<file path="config.mk">
export PLATFORM = sky130hd
export DESIGN_NAME = fifo_patch_deserializer
export DESIGN_NICKNAME = d
export VERILOG_FILES = /design/src/rtl/fifo_patch_deserializer.sv
export SDC_FILE = /design/constraint.sdc
export NUM_CORES = 1
export LEC_CHECK = 0
export BUFFER_PORTS_ARGS = -buffer_cell sky130_fd_sc_hd__clkbuf_2
export CORE_AREA = 2 2 80 82
export DETAILED_ROUTE_END_ITERATION = 7
export DIE_AREA = 0 0 82 84
export GPL_TIMING_DRIVEN = 0
export PLACE_DENSITY = 0.85
export RECOVER_POWER = 100
export SKIP_LAST_GASP = 1
export SYNTH_ARGS = -nofsm -noshare
export SYNTH_HDL_FRONTEND = slang
export SYNTH_SLANG_ARGS = --single-unit
</file>
<file path="constraint.sdc">
create_clock -name clk -period 4.67 [get_ports clk]
set_clock_uncertainty 0.2 [all_clocks]
set_input_delay 0.934 -clock clk [delete_from_list [all_inputs] [get_ports clk]]
set_output_delay 0.934 -clock clk [all_outputs]
set_load 0.005 [all_outputs]
</file>
<file path="src/rtl/fifo_patch_deserializer.sv">
// Pops NUM_WORDS consecutive words from a first-word-fall-through FIFO and
// presents them as one packed patch over a valid/ready handshake.
module fifo_patch_deserializer #(
  parameter int DATA_WIDTH = 11,
  parameter int NUM_WORDS  = 5,
  parameter int CNT_WIDTH  = 16
) (
  input  logic                            clk,
  input  logic                            rst_n,
  input  logic                            fifo_empty_n,
  input  logic [DATA_WIDTH-1:0]           fifo_dout,
  output logic                            fifo_deq,
  input  logic                            flush,
  output logic                            patch_valid,
  input  logic                            patch_ready,
  output logic [NUM_WORDS*DATA_WIDTH-1:0] patch_data,
  output logic [$clog2(NUM_WORDS+1)-1:0]  word_cnt,
  output logic [CNT_WIDTH-1:0]            patch_count
);

  localparam int WCW = $clog2(NUM_WORDS + 1);
  localparam logic [WCW-1:0] LAST_SLOT = WCW'(NUM_WORDS - 1);

  typedef enum logic {COLLECT = 1'b0, HOLD = 1'b1} state_t;

  state_t                state_reg;
  logic                  patch_valid_reg;
  logic [WCW-1:0]        word_cnt_reg;
  logic [CNT_WIDTH-1:0]  patch_count_reg;
  logic [DATA_WIDTH-1:0] slot_reg [NUM_WORDS];

  // rst_n is folded in so the pop strobe is quiet while reset is held.
  assign fifo_deq = rst_n && (state_reg == COLLECT) && fifo_empty_n && !flush;

  genvar gi;
  generate
    for (gi = 0; gi < NUM_WORDS; gi++) begin : g_slot
      always_ff @(posedge clk or negedge rst_n) begin
        if (!rst_n) begin
          slot_reg[gi] <= '0;
        end else if (fifo_deq && (word_cnt_reg == WCW'(gi))) begin
          slot_reg[gi] <= fifo_dout;
        end
      end
      assign patch_data[gi*DATA_WIDTH +: DATA_WIDTH] = slot_reg[gi];
    end
  endgenerate

  always_ff @(posedge clk or negedge rst_n) begin
    if (!rst_n) begin
      state_reg       <= COLLECT;
      patch_valid_reg <= 1'b0;
      word_cnt_reg    <= '0;
      patch_count_reg <= '0;
    end else if (flush) begin
      // Flush wins over a simultaneous handshake: the held patch is dropped uncounted.
      state_reg       <= COLLECT;
      patch_valid_reg <= 1'b0;
      word_cnt_reg    <= '0;
    end else begin
      case (state_reg)
        COLLECT: begin
          if (fifo_empty_n) begin
            if (word_cnt_reg == LAST_SLOT) begin
              word_cnt_reg    <= '0;
              state_reg       <= HOLD;
              patch_valid_reg <= 1'b1;
            end else begin
              word_cnt_reg <= word_cnt_reg + WCW'(1);
            end
          end
        end
        HOLD: begin
          if (patch_ready) begin
            patch_count_reg <= patch_count_reg + CNT_WIDTH'(1);
            state_reg       <= COLLECT;
            patch_valid_reg <= 1'b0;
          end
        end
        default: begin
          state_reg       <= COLLECT;
          patch_valid_reg <= 1'b0;
        end
      endcase
    end
  end

  assign patch_valid = patch_valid_reg;
  assign word_cnt    = word_cnt_reg;
  assign patch_count = patch_count_reg;

endmodule
</file>
# After elaboration in Yosys (flattened, before gate mapping)
# Cells that the tools add are included.
# Widths: inputs -> output; s select.
dict set report totals {
  reg_bits 76
  input_bits 16
  output_inout_bits 76
}
dict set report op_classes {
  n_addsub 2
  n_eq_ne 8
  n_mux 14
  bitwise_logic 2
  reduce_logical 14
}
# op n
set ops {}
lappend ops {{$add 16x1->16 const B} 1}
lappend ops {{$mux 3} 4}
lappend ops {{$logic_and 1x1->1} 8}
lappend ops {{$mux 1} 8}
lappend ops {{$eq 3x2->1 const B} 2}
lappend ops {{$ne 3x3->1 const B} 2}
lappend ops {{$reduce_and 3->1} 2}
lappend ops {{$pmux 1 s2} 2}
lappend ops {{$add 3x1->3 const B} 1}
lappend ops {{$eq 3x1->1 const B} 1}
lappend ops {{$eq 3x3->1 const B} 1}
lappend ops {{$logic_not 3->1} 1}
lappend ops {{$ne 3x2->1 const B} 1}
lappend ops {{$ne 2x2->1 const B} 1}
lappend ops {{$not 1->1} 2}
lappend ops {{$reduce_and 2->1} 1}
lappend ops {{$reduce_bool 2->1} 1}
lappend ops {{$logic_not 1->1} 1}

# Logic depth before layout (Yosys ltp)
# Gate-level depths: netlist of the first run.
dict set report logic_depth {
  depth_word 5
  ltp_mapped 5
  depth_no_buf 5
}

# Worst setup path after synthesis of the first run
# OpenSTA, ideal clock, no wires.
dict set report synth_timing {
  kind {input to output}
  startpoint {input port flush}
  endpoint {output port fifo_deq}
  arrival_ns 1.230
  t_required_ns 3.536
  path_slack_ns 2.306
  stages 1
  n_path_buf 0
  cell_sequence {and4bb_4}
}
dict set report synth_between {
  elab_chain_cells 2
}
# item line
set synth_rtl {}
lappend synth_rtl {{from (decl)} 13} ;# input logic flush,
lappend synth_rtl {{$logic_not 1->1} 33} ;# assign fifo_deq = rst_n && (state_reg == COLLECT) && fifo_empty_n && !flush;
lappend synth_rtl {{$logic_and 1x1->1} 33}
lappend synth_rtl {{to (decl)} 12} ;# output logic fifo_deq,
# Every way passes these cells.

# Worst setup path after layout of the first run
dict set report layout_timing {
  startpoint {input port rst_n}
  endpoint {output port fifo_deq}
}
dict set report layout_between {
  elab_chain_cells 3
}
# item line
set layout_rtl {}
lappend layout_rtl {{from (decl)} 9} ;# input logic rst_n,
lappend layout_rtl {{$logic_and 1x1->1 (3 in series)} 33}
# Every way passes these cells.

==> impl_results.md, run 1 <==
- NumNets Final: ~330
- Die Ht: 84 um
- Fill count: approximately 540
- Register bit total from synthesis: 76
- Horiz. Die Dim: between 80 and 90 um
- Mapped cell area: around 3200 sq um
- Post-CTS Resized: 0
- DR DRC count: 0
- Mapped Nets: ~230
- Setup-failing EPs final: 0
- Period utilization: 0.689
- Worst-path clk slew: around 0.070 ns
- Root Buffer: clkbuf_8
- Grt ovf: 0
- Worst Hold Class: register to register
- ANT nets after route: 0
- Sequential-to-total area share from yosys stat: 0.598
- Startpoint Class: primary input
- 1st-iter DRT viols: 51
- Worst Path Arrival: 2.08 ns
- WL/cell: about 17 um
- Cells after synthesis: 207
- Initial antenna violation count: 0
- P per Cell Area: 406 nW/um^2
- Highest clock rate: 0.311 GHz
- Final Routed Wirelength: about 6500 um
- TritonCTS clock tree: built
- Clock Sinks: 76
- Worst slew pin tran: 0.752 ns
- Std cell rows: 29
- CTS Buffer Depth: 2
- Fraction of layout cells with a size suffix above 1: 0.308
- Synth top area share: 0.598
- Library cells used by synthesis: 27
- Core footprint: 6100 sq um
- Cts bufs inserted: 9
- Design Area, Final: 3780 sq um
- Final Hold Violating Endpoints: 0
- Hold slack: 0.287 ns
- Vias post-DR: 2,032
- YS warnings: 0
- Ports: 92
- Slew headroom: 0.498
- Status: complete, no violations
- Inserted Diodes: 0
- Setup crit end kind: output port
- Number of global-route vias before repair: 2,081
- Via/cell ratio: 5.18
- CP required: 3.54 ns
- Largest net degree at the start of global routing: 57
- Setup TNS: 0 ns
- Syn_area_per_cell: 15.4 sq um
- Synth top area cells: dfrtp_1 (60%), mux2_4 (14%), mux2_2 (9.2%)
- CTS hold repair buffers: 0
- Fin util: 0.620
- Final Non-Filler Cells: 392
- Initial DRT Pass Iterations: 4
- Die ar.: 6890 sq um
- Leak pwr: 1.93 nW
- Post-CTS Setup Inserts: 0
- CP max stage delay: between 0.3 and 0.4 ns
- Detailed placer's ending HPWL: 4600 um
- Worst Path Max Fanout: 56
- Starting Density: 0.522
- Max-Cap Viols: 0
- Worst skew pair latency: 0.34 ns
- Crit path kind: primary input to output port
- Dpl cells: approximately 380
- Critical path buffers and inverters: 3
- Area leader, netlist: dfrtp_1
- Final Max Tran Viols: 0
- Htree depth: 3
- # port buffers: between 90 and 100
- Gpl congestion: 0.713
- GRT Util Overall: 0.204
- Crit-path cells: clkbuf_4 > buf_16 > and4bb_1 > clkbuf_2
- Max reg flops: 55
- Fin crit period: ~3.2 ns
- Placed inst area: 3760 sq um
- Unrepaired setup endpoints after global routing: no
- Peak supply drop: 0.207 mV
- CP max stage cell: clkbuf_4
- First-pass GRT wire length: 10,500 um
- Layout area overhead: 18.7%
- CP delay by family, top: buffers and inverters
## final timing paths
| kind | endpoint | from | slack, ns | cells past startpoint |
|---|---|---|---|---|
| setup / recovery | fifo_deq | rst_n | 1.45 | 4 |
| hold / removal | patch_count[15]$_DFFE_PN0P_ | patch_count[15]$_DFFE_PN0P_ | 0.29 | 1 |
| setup reg to reg | patch_data[23]$_DFFE_PN0P_ | state_reg$_DFF_PN0_ | 2.32 | 5 |
| hold reg to reg | patch_count[15]$_DFFE_PN0P_ | patch_count[15]$_DFFE_PN0P_ | 0.29 | 1 |
| max in group asynchronous | patch_count[1]$_DFFE_PN0P_ | rst_n | 3.38 | 2 |
| min in group asynchronous | patch_data[48]$_DFFE_PN0P_ | rst_n | 0.31 | 1 |
## through the flow
stage                     setup WS (ns)  power, mW
after floorplan                    2.31      0.955
after global placement            0.569       1.09
after detailed placement           1.48       1.11
after CTS                          1.48       1.62
after global routing               1.33       1.62
final                              1.45       1.53
## where the power goes
group	internal (mW)	switching [mW]	leakage, nW	total [mW]
clock	0.278	0.230	0.104	0.508
sequential	0.751	0.0555	1.01	0.807
combinational	0.114	0.103	0.818	0.218
## cells by family (layout without fill, tap and decap cells)
kind of cell / Yosys count / in the layout / share of synthesized area
AOI/OAI and AO/OA: 6 / 6 / 0.0110
xor gates and xnor gates: 15 / 15 / 0.0413
adders and majority gates: 6 / 6 / 0.0236
buffers and inverters: 8 / 116 / 0.0181
DFF: 76 / 76 / 0.598
muxes: 57 / 57 / 0.237
and+or+nand+nor: 39 / 39 / 0.0716
## synthesized netlist by cell type
| cell type | instances |
|---|---|
| and3_1 | 4 |
| nand4_1 | 3 |
| nor2_1 | 6 |
| and2_4 | 1 |
| a21oi_1 | 4 |
| and4bb_4 | 1 |
| mux2i_1 | 1 |
| nand2_1 | 7 |
| buf_4 | 1 |
| nand2b_1 | 2 |
| mux2_4 | 30 |
| inv_1 | 3 |
| and2_1 | 2 |
| ha_1 | 6 |
| buf_6 | 3 |
| mux2_2 | 26 |
| xnor2_1 | 9 |
| buf_2 | 1 |
| nand4b_1 | 1 |
| nand3_1 | 5 |
| and4b_1 | 1 |
| and4_1 | 2 |
| nand2_2 | 3 |
| nor3_1 | 1 |
| a211oi_1 | 2 |
| xor2_1 | 6 |
| dfrtp_1 | 76 |
## cell usage in the layout (no fill, tap or decap), types with 4 or more instances in the layout
cell type and instances:
and3_1 4, xnor2_1 9, nand3_1 5, clkbuf_2 51, dfrtp_1 76, nor2_1 6
xor2_1 6, a21oi_1 4, clkbuf_1 46, mux2_2 26, ha_1 6, nand2_1 9
clkbuf_8 11, mux2_1 27
## routing by layer
layer  wire length (um)  track usage
met1               2790        0.271
met2               3120        0.314
met3                479       0.0584
met4                 90       0.0818
met5                  0            0
## area by class of cell
| cell class | count | area, sq um | share of cell area |
|---|---|---|---|
| repair buffers | 92 | 437 | 0.116 |
| plain buffers | 5 | 18.8 | 0.00497 |
| inverters | 3 | 11.3 | 0.00298 |
| flip-flops and latches | 76 | 1900 | 0.503 |
| clock inverters | 3 | 43.8 | 0.0116 |
| multi-input cells | 123 | 1110 | 0.294 |
| well taps | 77 | 96.3 | 0.0255 |
| clock buffers | 13 | 159 | 0.0421 |
Note: power is estimated with default switching activity, not from simulation.
==> run 2: changes to the inputs <==
CORE_AREA = 2 2 82 84   (was 2 2 80 82)
DIE_AREA = 0 0 84 86   (was 0 0 82 84)
PLACE_DENSITY = 0.82   (was 0.85)
clock period = 3.25 ns   (was 4.67 ns; I/O delays follow)
==> run 2 against run 1 <==
  * Clock power up 41%
  * Critical path depth grew 2
  * Sequential power grew 43%
  * Die area increased by 4.9%
  * Utilization decreased by 2.0 points
  * Worst hold slack got worse by 0.25 ns
  * Register-to-register slack got worse by 1.4 ns
  * Via count is 1.0% lower
==> impl_results.md, run 2 (synthesized netlist as in run 1, its figures left out) <==
- Root Buffer: clkbuf_8
- TritonCTS clock tree: built
- Worst Path Max Fanout: 31 (-45%)
- Via/cell ratio: 5.13 (-1.0%)
- Fill count: 563 (+5.2%)
- Post-CTS Resized: 0 (unchanged)
- Slew headroom: 0.248 (-0.251)
- Detailed placer's ending HPWL: 4480 um (-2.5%)
- Gpl congestion: 0.722 (+1.2%)
- Post-CTS Setup Inserts: 0 (unchanged)
- Unrepaired setup endpoints after global routing: no
- Initial DRT Pass Iterations: 4 (unchanged)
- First-pass GRT wire length: 10,100 um (-3.7%)
- Vias post-DR: 2,011 (-1.0%)
- Initial antenna violation count: 0 (unchanged)
- Most common cell after layout, fill and taps aside: dfrtp_1
- GRT Util Overall: 0.181 (-0.0228)
- Grt ovf: 0 (unchanged)
- Clock Sinks: 76 (unchanged)
- Die ar.: 7220 sq um (+4.9%)
- Htree depth: 3 (unchanged)
- Fin crit period: 2.58 ns
- Number of global-route vias before repair: 1,976 (-5.0%)
- Final Non-Filler Cells: 392 (unchanged)
- CP max stage cell: clkbuf_1
- Cts bufs inserted: 9 (unchanged)
- Layout area overhead: 18.4%
- Status: complete, no violations
- Setup crit end kind: register
- Ports: 92 (unchanged)
- Worst slew pin tran: 1.13 ns (+0.376 ns)
- Critical path origin: rst_n
- Worst-path clk slew: 0.09 ns (+0.02 ns)
- Number of cells on the critical path: 6 (+2)
- R2R cell count: 5 (unchanged)
- CP max stage delay: 0.60 ns (+0.27 ns)
- WL/cell: 15.6 um (-5.6%)
- Peak supply drop: 0.311 mV (+50%)
- # port buffers: 91 (unchanged)
- Largest net degree at the start of global routing: 48 (-16%)
- Horiz. Die Dim: 84 um (+2.4%)
- Reg-to-reg slack, setup: 0.94 ns (-1.38 ns)
- Period utilization: 0.793
- Leak pwr: 1.94 nW (+0.30%)
- Setup-failing EPs final: 0 (unchanged)
- Starting Density: 0.507 (-0.0151)
- Inserted Diodes: 0 (unchanged)
- CP delay by family, top: buffers and inverters
- Std cell rows: 29 (unchanged)
- CTS Buffer Depth: 2 (unchanged)
- Crit-path cells: clkbuf_4 > and4bb_1 > and2_0 > nand2_2 > clkbuf_1 > mux2_1
- Max-Cap Viols: 0 (unchanged)
- Highest clock rate: about 0.39 GHz
- Max reg flops: 55 (unchanged)
- Startpoint Class: primary input
- Critical path buffers and inverters: 2 (-1)
- Core footprint: 6280 sq um (+3.0%)
- Worst Path Arrival: 2.62 ns (+0.54 ns)
- Crit path kind: primary input to register
- Hold slack: 0.0407 ns (-0.247 ns)
- Worst Hold Class: primary input to asynchronous set/reset pin
- Final Max Tran Viols: 0 (unchanged)
- Die Ht: 86 um (+2.4%)
- Fraction of layout cells with a size suffix above 1: 0.340 (+0.0317)
- Most frequent cells in the layout: dfrtp_1 (76), clkbuf_2 (58), clkbuf_1 (38)
- Final Hold Violating Endpoints: 0 (unchanged)
- CTS hold repair buffers: 0 (unchanged)
- CP required: 3.29 ns (-0.25 ns)
- 1st-iter DRT viols: 39 (-24%)
- ANT nets after route: 0 (unchanged)
- Dpl cells: 376 (unchanged)
- P per Cell Area: 581 nW/um^2 (+43%)
- NumNets Final: 332 (unchanged)
- Final Routed Wirelength: 6130 um (-5.6%)
- Worst skew pair latency: 0.34 ns (about the same)
- DR DRC count: 0 (unchanged)
- Reg-to-Reg Start: state_reg$_DFF_PN0_
==> run 2: cell types whose count changed in the layout (fill, tap and decap cells not counted), sizes merged <==
cell	delta
clkinv	+2
clkbuf	-3
clkinvlp	+2
buf	-1
==> run 2: worst reg2reg max path, delay by kind of cell, from the launching register on <==
family | cells | cell delay (ns)
buf+inv | 1 | 0.60
flops | 1 | 0.41
mux | 1 | 0.40
simple gates | 3 | 0.60
==> run 2: report_power, final <==
part	internal [mW]	switching [mW]	leakage, nW	total (mW)
clock	0.358	0.360	0.0958	0.718
combinational	0.171	0.144	0.832	0.315
sequential	1.08	0.0763	1.01	1.15
==> run 2: path summary, 6_finish.rpt <==
| path | end |
|---|---|
| max | patch_data[8]$_DFFE_PN0P_ |
| min | patch_data[19]$_DFFE_PN0P_ |
| max reg2reg | patch_data[8]$_DFFE_PN0P_ |
| min reg2reg | patch_count[15]$_DFFE_PN0P_ |
| max in group asynchronous | patch_count[11]$_DFFE_PN0P_ |
| min in group clk | patch_count[15]$_DFFE_PN0P_ |
==> run 2: layout make-up <==
| class | count | area [sq um] | share of cell area |
|---|---|---|---|
| Sequential cell | 76 | 1900 | 0.505 |
| Multi-Input combinational cell | 123 | 1120 | 0.296 |
| Timing Repair Buffer | 92 | 422 | 0.112 |
| Clock buffer | 9 | 124 | 0.0329 |
| Tap cell | 77 | 96.3 | 0.0256 |
| Clock inverter | 7 | 76.3 | 0.0203 |
| Buffer | 5 | 18.8 | 0.00498 |
| Inverter | 3 | 11.3 | 0.00299 |
==> run 2: routing by layer <==
metal	vias to the layer above	part of all wire	GRT usage
met5	-	0	0
met1	999	0.45	0.238
met3	10	0.067	0.0520
li1	931	-	-
met4	0	0.019	0.0836
met2	71	0.46	0.281
==> run 2: through the flow <==
| stage | utilization | worst slack (ns) | TNS [ns] | total power [mW] | cell area (sq um) |
|---|---|---|---|---|---|
| floorplan | - | 1.30 | 0 | 1.37 | 3180 |
| global placement | 0.595 | -0.407 | -18.26 | 1.56 | 3730 |
| detailed placement | 0.600 | 0.707 | 0 | 1.59 | 3760 |
| CTS | 0.631 | 0.841 | 0 | 2.31 | 3960 |
| global route | 0.600 | 0.480 | 0 | 2.29 | 3770 |
| finish | 0.600 | 0.673 | 0 | 2.19 | 3770 |
==> run 3: changes to the inputs <==
CORE_AREA = 2 2 87 89   (was 2 2 82 84)
DIE_AREA = 0 0 89 91   (was 0 0 84 86)
PLACE_DENSITY = 0.77   (was 0.82)
clock period = 2.15 ns   (was 3.25 ns; I/O delays follow)
==> run 3 against run 2 <==
  * Sequential share of layout area is 1.5 points lower
  * The flow now finishes with violations (hold timing)
  * Flip-flop and latch count unchanged
  * Critical path depth up 1
  * Sequential power is 52% higher
  * Setup slack lost 0.54 ns
  * Largest power group unchanged
  * First-iteration DRC count shrank 36%
  * Largest cell class unchanged
==> impl_results.md, run 3 (synthesized netlist as in run 1, its figures left out) <==
- Status: complete, but fails checks
- Failing checks: hold timing
- Final Routed Wirelength: 6260 um (+2.2%)
- CTS Buffer Depth: 2 (unchanged)
- Initial DRT Pass Iterations: 4 (unchanged)
- Worst flop-to-flop path endpoint: patch_data[3]$_DFFE_PN0P_
- Post-CTS Resized: 0 (unchanged)
- Fill count: 658 (+17%)
- Unrepaired setup endpoints after global routing: no
- Via/cell ratio: 4.80 (-6.3%)
- CP required: 2.17 ns (-1.12 ns)
- Core footprint: 7140 sq um (+14%)
- Detailed placer's ending HPWL: 4390 um (-2.0%)
- Initial antenna violation count: 0 (unchanged)
- Leak pwr: 1.99 nW (+3.0%)
- Worst Path Max Fanout: 68 (+120%)
- Fin util: 0.543 (-0.0567)
- Most frequent cells in the layout: dfrtp_1 (76), clkbuf_2 (47), clkbuf_1 (43)
- P per Cell Area: 867 nW/um^2 (+49%)
- Period utilization: 0.936
- Setup crit end kind: register
- Worst Hold Class: primary input to asynchronous set/reset pin
- Max reg flops: 55 (unchanged)
- Htree depth: 3 (unchanged)
- Grt ovf: 0 (unchanged)
- Worst-path clk slew: 0.08 ns (about the same)
- R2R cell count: 5 (unchanged)
- Crit-path cells: clkbuf_4 > buf_16 > and4bb_4 > and2_4 > nand2_1 > clkbuf_4 > mux2_4
- WL/cell: 15.1 um (-3.5%)
- Final Max Tran Viols: 0 (unchanged)
- Starting Density: 0.446 (-0.0610)
- Fraction of layout cells with a size suffix above 1: 0.367 (+0.0274)
- CP max stage cell: mux2_4
- # port buffers: 91 (unchanged)
- Horiz. Die Dim: 89 um (+6.0%)
- Die ar.: 8100 sq um (+12%)
- Std cell rows: 31 (+6.9%)
- Ports: 92 (unchanged)
- Fin crit period: 2.01 ns
- Die Ht: 91 um (+5.8%)
- Design Area, Final: 3880 sq um (+3.0%)
- Reg-to-reg slack, setup: 0.20 ns (-0.74 ns)
- First-pass GRT wire length: 10,100 um (about the same)
- CP dominant cell by count: clkbuf_4
- Placed inst area: 3790 sq um (+0.73%)
- Gpl congestion: 0.757 (+4.9%)
- Vias post-DR: 1,994 (-0.85%)
- Number of global-route vias before repair: 2,032 (+2.8%)
- Reg-to-Reg Start: state_reg$_DFF_PN0_
- Inserted Diodes: 0 (unchanged)
- GRT Util Overall: 0.163 (-0.0181)
- Hold slack: -0.0736 ns (-0.114 ns)
- Root Buffer: clkbuf_8
- ANT nets after route: 0 (unchanged)
- Max-Cap Viols: 0 (unchanged)
- Most common cell after layout, fill and taps aside: dfrtp_1
- Worst slew pin tran: 0.412 ns (-0.717 ns)
- DR DRC count: 0 (unchanged)
- NumNets Final: 333 (+0.30%)
- Layout area overhead: 21.9%
- Total Power: 3.36 mW (+54%)
- 1st-iter DRT viols: 25 (-36%)
- Setup-failing EPs final: 0 (unchanged)
- Clock Sinks: 76 (unchanged)
- Crit path kind: primary input to register
- Worst Path Arrival: 2.03 ns (-0.59 ns)
- Post-CTS Setup Inserts: 0 (unchanged)
- Worst skew pair latency: 0.33 ns (about the same)
- CP max stage delay: 0.33 ns (-0.27 ns)
- Highest clock rate: 0.497 GHz
- Slew headroom: 0.725 (+0.477)
- Peak supply drop: 0.365 mV (+18%)
- Largest net degree at the start of global routing: 69 (+44%)
- Cts bufs inserted: 9 (unchanged)
- CTS hold repair buffers: 1 (+1)
- TritonCTS clock tree: built
- Final Hold Violating Endpoints: 67 (+67)
- Startpoint Class: primary input
-- run 3: changes by cell type in the layout (fill, tap and decap cells not counted), sizes merged --
cell	change
dlygate4sd3	+1
clkbuf	-3
clkinvlp	-1
buf	+4
-- run 3: how the worst max path moves through the flow --
stage | cells past startpoint | slack, ns | end | start
2_1_floorplan | 4 | 0.42 | patch_data[45]$_DFFE_PN0P_ | state_reg$_DFF_PN0_
3_3_place_gp | 5 | -1.31 | patch_data[50]$_DFFE_PN0P_ | rst_n
3_5_place_dp | 6 | -0.30 | patch_data[49]$_DFFE_PN0P_ | rst_n
4_1_cts | 4 | 0.17 | fifo_deq | rst_n
5_1_grt | 7 | 0.04 | patch_data[23]$_DFFE_PN0P_ | rst_n
6_report | 7 | 0.14 | patch_data[3]$_DFFE_PN0P_ | rst_n
-- run 3: routing by layer --
layer	vias up	GRT usage	part of all wire
li1	935	-	-
met2	66	0.255	0.47
met3	7	0.0382	0.062
met1	986	0.222	0.46
met4	0	0.0585	0.010
met5	-	0	0
-- run 3: power by group --
part           leakage [nW]  total, mW  internal (mW)  switching [mW]
logic                 0.883      0.528          0.308           0.220
clock network         0.102       1.08          0.566           0.518
registers              1.01       1.75           1.63           0.120
-- run 3: final cells by class --
cell class | instances | area (sq um) | area share
Buffer | 5 | 30.0 | 0.00774
Clock buffer | 10 | 138 | 0.0355
Clock inverter | 6 | 61.3 | 0.0158
Inverter | 3 | 11.3 | 0.00290
Multi-Input combinational cell | 123 | 1170 | 0.302
Sequential cell | 76 | 1900 | 0.490
Tap cell | 99 | 124 | 0.0319
Timing Repair Buffer | 93 | 440 | 0.114
-- run 3: per-stage QoR --
step                      TNS, ns  hold WS, ns  std cells  setup WS [ns]
after floorplan                 0      -0.0656        207          0.416
after global placement     -84.16        0.260        397          -1.31
after detailed placement   -11.54        0.108        398         -0.304
after CTS                       0      -0.0713        415          0.167
final                           0      -0.0736        415          0.137
after global routing            0      -0.0478        415         0.0425
-- run 3: worst max-delay path, delay by kind of cell --
kind,cells,cell delay [ns]
buffers and inverters,3,0.68
multiplexers,1,0.33
AND/OR/NAND/NOR,3,0.55
